==> config.mk <==
export PLATFORM = sky130hd
export DESIGN_NAME = sum_stream
export DESIGN_NICKNAME = d
export VERILOG_FILES = /design/src/rtl/sum_stream.sv
export SDC_FILE = /design/constraint.sdc
export NUM_CORES = 1
export LEC_CHECK = 0
export CAP_MARGIN = 20
export CORE_ASPECT_RATIO = 0.8
export CORE_MARGIN = 3
export CORE_UTILIZATION = 60
export CTS_BUF_LIST = sky130_fd_sc_hd__clkbuf_4
export DETAILED_ROUTE_END_ITERATION = 10
export PLACE_DENSITY = 0.89
export SLEW_MARGIN = 10
export SYNTH_ARGS = -nofsm -noshare
export SYNTH_HDL_FRONTEND = slang
export SYNTH_SLANG_ARGS = --single-unit
==> constraint.sdc <==
create_clock -name clk -period 3.8 [get_ports clk]
set_clock_uncertainty 0.2 [all_clocks]
set_input_delay 0.76 -clock clk [delete_from_list [all_inputs] [get_ports clk]]
set_output_delay 0.76 -clock clk [all_outputs]
set_load 0.005 [all_outputs]
==> src/rtl/sum_stream.sv <==
// sum_stream: handshaked WIDTH-bit adder with pairwise and accumulate modes.
// One registered output stage. Overflow wraps or saturates and sets ovf.
//
// Ports:
//   clk       rising-edge clock
//   aresetn   asynchronous active-low reset
//   mode      0 = pairwise, 1 = accumulate (sampled on the first beat of a group)
//   in_valid  / in_ready   input beat handshake (operands a, b)
//   out_valid / out_ready  result handshake (c, ovf)
//   c         result
//   ovf       overflow occurred while forming c
module sum_stream #(
  parameter int WIDTH   = 8,
  parameter int ACC_LEN = 4,
  parameter int SAT     = 0
) (
  input  logic             clk,
  input  logic             aresetn,
  input  logic             mode,
  input  logic             in_valid,
  output logic             in_ready,
  input  logic [WIDTH-1:0] a,
  input  logic [WIDTH-1:0] b,
  output logic             out_valid,
  input  logic             out_ready,
  output logic [WIDTH-1:0] c,
  output logic             ovf
);

  localparam int CW =
    (ACC_LEN > 2) ? $clog2(ACC_LEN) : 1;
  localparam logic [CW-1:0] LAST =
    CW'(ACC_LEN - 1);
  localparam bit CLAMP = (SAT != 0);

  typedef enum logic {
    IDLE,
    ACC
  } state_t;

  state_t           state_q;
  state_t           state_d;
  logic [WIDTH-1:0] acc_q;
  logic [WIDTH-1:0] acc_d;
  logic [CW-1:0]    cnt_q;
  logic [CW-1:0]    cnt_d;
  logic             ovfa_q;
  logic             ovfa_d;

  logic             vld_d;
  logic [WIDTH-1:0] c_d;
  logic             ovf_d;

  logic             fire;
  logic             last;
  logic [WIDTH:0]   s1;
  logic [WIDTH+1:0] s2;
  logic             o1;
  logic             o2;
  logic [WIDTH-1:0] f1;
  logic [WIDTH-1:0] f2;

  assign in_ready = !out_valid || out_ready;
  assign fire     = in_valid && in_ready;

  // Pairwise / first-beat sum and the
  // running-accumulator sum.
  assign s1 = {1'b0, a} + {1'b0, b};
  assign s2 = {2'b00, acc_q}
            + {2'b00, a}
            + {2'b00, b};

  assign o1 = s1[WIDTH];
  assign o2 = |s2[WIDTH+1:WIDTH];

  // A saturated acc sits at all-ones, so any
  // later add also clamps and it stays there.
  assign f1 = (CLAMP && o1) ? '1
            : s1[WIDTH-1:0];
  assign f2 = (CLAMP && o2) ? '1
            : s2[WIDTH-1:0];

  assign last = (cnt_q == LAST);

  always_comb begin
    state_d = state_q;
    acc_d   = acc_q;
    cnt_d   = cnt_q;
    ovfa_d  = ovfa_q;
    vld_d   = out_valid && !out_ready;
    c_d     = c;
    ovf_d   = ovf;
    if (fire) begin
      unique case (1'b1)
        (state_q == IDLE && !mode): begin
          vld_d = 1'b1;
          c_d   = f1;
          ovf_d = o1;
        end
        (state_q == IDLE && mode): begin
          state_d = ACC;
          acc_d   = f1;
          cnt_d   = CW'(1);
          ovfa_d  = o1;
        end
        (state_q == ACC && last): begin
          vld_d   = 1'b1;
          c_d     = f2;
          ovf_d   = ovfa_q | o2;
          state_d = IDLE;
          acc_d   = '0;
          cnt_d   = '0;
          ovfa_d  = 1'b0;
        end
        default: begin
          acc_d  = f2;
          cnt_d  = cnt_q + 1'b1;
          ovfa_d = ovfa_q | o2;
        end
      endcase
    end
  end

  always_ff @(posedge clk or negedge aresetn) begin
    if (!aresetn) begin
      state_q <= IDLE;
      acc_q   <= '0;
      cnt_q   <= '0;
      ovfa_q  <= 1'b0;
    end else begin
      state_q <= state_d;
      acc_q   <= acc_d;
      cnt_q   <= cnt_d;
      ovfa_q  <= ovfa_d;
    end
  end

  always_ff @(posedge clk or negedge aresetn) begin
    if (!aresetn) begin
      out_valid <= 1'b0;
      c         <= '0;
      ovf       <= 1'b0;
    end else begin
      out_valid <= vld_d;
      c         <= c_d;
      ovf       <= ovf_d;
    end
  end

endmodule

# Word-level counts from Yosys, hierarchy flattened
# Index checks and enable logic that the tools add are counted.
# classes
addsub	4
n_eq_ne	1
muxes	8
bitwise_logic	3
n_reduce_logical	16
# ops
operator	n
one-hot mux 8 bit (3 select lines)	1
adder 8 x 8 -> 9 bit	2
one-hot mux 8 bit (2 select lines)	1
adder 9 x 8 -> 10 bit	1
one-hot mux 2 bit (3 select lines)	1
AND reduction 2 bit	3
logical AND 1 bit	5
one-hot mux 1 bit (2 select lines)	2
nonzero test 2 bit	2
OR reduction 2 bit	2
logical NOT 1 bit	3
one-hot mux 1 bit (3 select lines)	1
adder 2 x 1 -> 2 bit, second input constant	1
equality test 2 bit, second input constant	1
2-to-1 mux 1 bit	2
inverter 1 bit	2
logical OR 1 bit	1
bitwise OR 1 bit	1
# totals
register_bits	22
input_bits	21
output_inout_bits	11
wordCells	39

# Longest topological paths before layout
# depth
depth_word	5
depth_mapped	12
mapped_depth_nobuf	12

# Worst setup path before layout
# No wires, ideal clock.
# synth_timing
kind	input -> register
start	in a[1]
end	reg acc_q[7]
setup_ns	0.123
arrival_ns	2.651
t_required_ns	3.477
slack_ns	0.826
stages	10
path_buffers	0
cell_sequence	fa_1 -> ha_1 -> inv_1 -> fa_1 -> nor2b_1 -> o31a_1 -> nor3_2 -> a2bb2oi_2 -> a221oi_2 -> nor2_1
# synth_via
elab_chain_len	3
elab_cells_between_ends	4
classes_between	add/sub: 3; mux: 1
# synth_lines
element	line	rtl
start: declaration	22	input logic [WIDTH-1:0] a,
adder 8 x 8 -> 9 bit	70	+ {2'b00, a}
adder 9 x 8 -> 10 bit	71	+ {2'b00, b};
one-hot mux 8 bit (3 select lines) *	94	unique case (1'b1)
end signal: assignment	127	acc_q <= '0;
end signal: assignment	132	acc_q <= acc_d;
end: declaration	43	logic [WIDTH-1:0] acc_q;
# Mark *: on every way between the ends. The rest lies on a longest branch, timed or not.
# A chain may end at the register's enable or synchronous reset.

# Final worst setup path
# layout_timing
start	in a[1]
end	reg c[5]
# layout_via
elab_chain_len	3
elab_cells_between_ends	4
classes_between	add/sub: 3; mux: 1
# layout_lines
element	line	rtl
adder 8 x 8 -> 9 bit	70	
adder 9 x 8 -> 10 bit	71	
one-hot mux 8 bit (2 select lines) *	94	
end signal: assignment	141	c <= '0;
end signal: assignment	145	c <= c_d;
end: declaration	26	output logic [WIDTH-1:0] c,
# Marked as above.

==> summary.txt <==
outcome: finished, final reports clean
Int Pwr: 0.953 mW
clk sinks: 22
row count: 17
Global Route Usage Sum: 26.0%
sequential fraction of the synthesis area: 28.7%
ratio of cells with drive above 1 in the final layout: 9.21%
crit path kind: input pin to register
DRC errors left: 0
CTS Buf Count: 3
CTS tree: yes
Main synth FF type: dfrtp_1
initial DRC count: 113
Worst-Margin Slew: 1.02 ns
EDFF count, synth: 0
Critical Path Sink Type: register
Buffers on Ports: 31
period utilisation layout: 88.7%
Routed WL: 5.07 mm
total number of vias: 1681
Max Cap Viol: 0
mapped cell area: 0.00192 sq mm
Sw Ratio: 45.1%
Resized cells post-CTS: 0
top-count cell post-synth: nand2_1
final net count: 287
Critical R2R Launch: acc_q[1]$_DFFE_PN0P_
Tmin final: 3.37 ns
hold crit path type: register to register
multi-input logic area: 0.00129 sq mm
largest area contributor in the netlist: dfrtp_1
Die X: 69.2 um
fillcell total: 203
worst skew pair latency: 0.33 ns
die area: 0.00392 sq mm
leading post-synthesis cells by cell area: dfrtp_1, fa_1, ha_1
initial antenna violation count: 0
Netlist cell types: 48
largest net degree at the start of global routing: 23
WHS Endpoint: c[0]$_DFFE_PN0P_
WP data arrival: 3.41 ns
Pleak: 0.984 nW
Final Hold Violating Endpoints: 0
max-slew violation count: 0
Max rail drop VDD: 0.453 mV
sequential cell area: 551 sq um
Min-Delay Startpoint: c[0]$_DFFE_PN0P_
RSZ-0062 raised after global routing: no
antenna fix cells: 0
clock power share: 11.2%
wire per inst: 18.3 um
relative slew slack: 31.3%
R2R Path End: c[5]$_DFFE_PN0P_
flop2flop setup slack: 0.99 ns
post-route ant nets: 0
PD cells: 746 mW/mm^2
die height: 56.6 um
crit path max fanout: 3
Longest Clk Path Bufs: 2
WHS Path Cells: 2
Post-Syn Nets: 255
first-pass detailed-route iteration total: 4
core box area: 0.00289 sq mm
final core utilization: 80.4%
share of the synthesized area in the top cell type: 28.7%
startpoint types: input pin
FFs w/ async S/R, synth: 100%
Root Driver: clkbuf_4
Initial Util: 66.3%
Syn-to-layout area delta: 21.1%
H-tree levels: 1
synth cell count leaders: nand2_1, dfrtp_1, a21oi_1, nor2_1, ha_1
Ports: 32
clock-pin slew on the worst setup and hold paths: 0.14 ns
Max Clock Freq: 0.297 GHz
post-synthesis instance total: 208
Placer Congestion: 0.924
vias in the first global route: 1625
CP required: 3.84 ns
Post-CTS Setup Bufs: 0
flops & latches, synth: 22
grt ovf: 0
setup TNS: 0 ns
hold buffers post-CTS: 0
Final Setup Violations: 0
mean area per synthesized cell: 9.23 sq um
count of cells along the worst register-to-register path: 10
register share of total power: 24.8%
Final HPWL DP: 3.88 mm
via density per instance: 6.07
Comb pwr share: 64.1%
switching power: 0.781 mW
Yosys warning total: 0
first-pass GRT wire length: 7.98 mm
## sequential cells by signal, summed over array words and instances, names as in the netlist
| signal | flops |
|---|---|
| c | 8 |
| acc_q | 8 |
| out_valid | 1 |
| ovf | 1 |
| ovfa_q | 1 |
| cnt_q | 2 |
| state_q | 1 |
## routing by layer
layer  global-route usage (%)  wire [um]  vias up
li1                         -          -      803
met1                     35.1       2220      803
met2                     43.6       2410       66
met3                     5.19        376        9
met4                     5.57         62        0
met5                        0          0        -
## per-stage QoR
step,hold WS [ns],area (sq um),setup slack [ns],power (mW),std cells
3_5_place_dp,0.272,2240,0.108,1.51,272
6_report,0.314,2320,0.429,1.73,277
2_1_floorplan,0.243,1920,0.826,1.17,208
4_1_cts,0.303,2300,0.457,1.70,276
5_1_grt,0.347,2320,0.326,1.86,277
3_3_place_gp,0.257,2240,0.231,1.44,272
## worst max-delay path by stage
stage | startpoint | to | slack [ns]
4_1_cts | a[1] | ovf$_DFFE_PN0P_ | 0.46
3_5_place_dp | a[1] | c[5]$_DFFE_PN0P_ | 0.11
3_3_place_gp | a[1] | c[5]$_DFFE_PN0P_ | 0.23
5_1_grt | a[1] | c[5]$_DFFE_PN0P_ | 0.33
6_report | a[1] | c[5]$_DFFE_PN0P_ | 0.43
2_1_floorplan | a[1] | acc_q[7]$_DFFE_PN0P_ | 0.83
## worst max-delay path, cell delays in order
cell and delay [ns]:
clkdlybuf4s50_1 0.49, fa_1 0.59, ha_1 0.17, inv_1 0.06, fa_1 0.41, nor2b_1 0.17
o31a_1 0.22, a21oi_1 0.08, nand2_1 0.07, o21ai_1 0.10, mux2_2 0.29
## placed cells by master, fill, tap and decap left out, types with 2 or more instances in the layout
| master | Yosys | final |
|---|---|---|
| nor3_1 | 4 | 4 |
| a221oi_2 | 2 | 2 |
| clkbuf_4 | 0 | 3 |
| nor2b_1 | 2 | 2 |
| nand2b_1 | 3 | 3 |
| nand4_1 | 2 | 2 |
| clkdlybuf4s50_1 | 0 | 31 |
| o21a_1 | 5 | 5 |
| dfrtp_1 | 22 | 22 |
| xor2_1 | 3 | 3 |
| fa_1 | 10 | 10 |
| a21oi_1 | 21 | 21 |
| a211oi_1 | 2 | 2 |
| and2_1 | 2 | 2 |
| ha_1 | 16 | 16 |
| nor2_1 | 19 | 19 |
| o21ai_0 | 11 | 11 |
| a21o_1 | 2 | 2 |
| o21ai_1 | 11 | 11 |
| inv_1 | 12 | 12 |
| xnor2_1 | 4 | 4 |
| o311ai_1 | 2 | 2 |
| nand2_1 | 23 | 23 |
## logic make-up after synthesis
family / count (synthesis) / share of synthesized area [%]
AO/OA/AOI/OAI: 73 / 27.4
AND/OR/NAND/NOR: 61 / 14.7
adder cells (fa/ha/maj): 26 / 20.9
flip-flops: 22 / 28.7
buffers and inverters: 17 / 4.04
XOR/XNOR: 7 / 3.19
multiplexers: 2 / 1.11
## area by class of cell
type | instances | area share (%)
clock buffers | 3 | 0.969
multi-input cells | 169 | 55.5
repair buffers | 32 | 14.5
flip-flops and latches | 22 | 23.7
well taps | 38 | 2.05
inverters | 12 | 1.94
clock inverters | 1 | 1.29
## power by group through the flow
stage,sequential [mW],combinational (mW),clock [mW]
3_3_place_gp,0.425,1.02,0
2_1_floorplan,0.412,0.763,0
5_1_grt,0.443,1.21,0.200
6_report,0.430,1.11,0.193
4_1_cts,0.429,1.08,0.191
3_5_place_dp,0.435,1.07,0
Power figures use the tool's default switching activity.
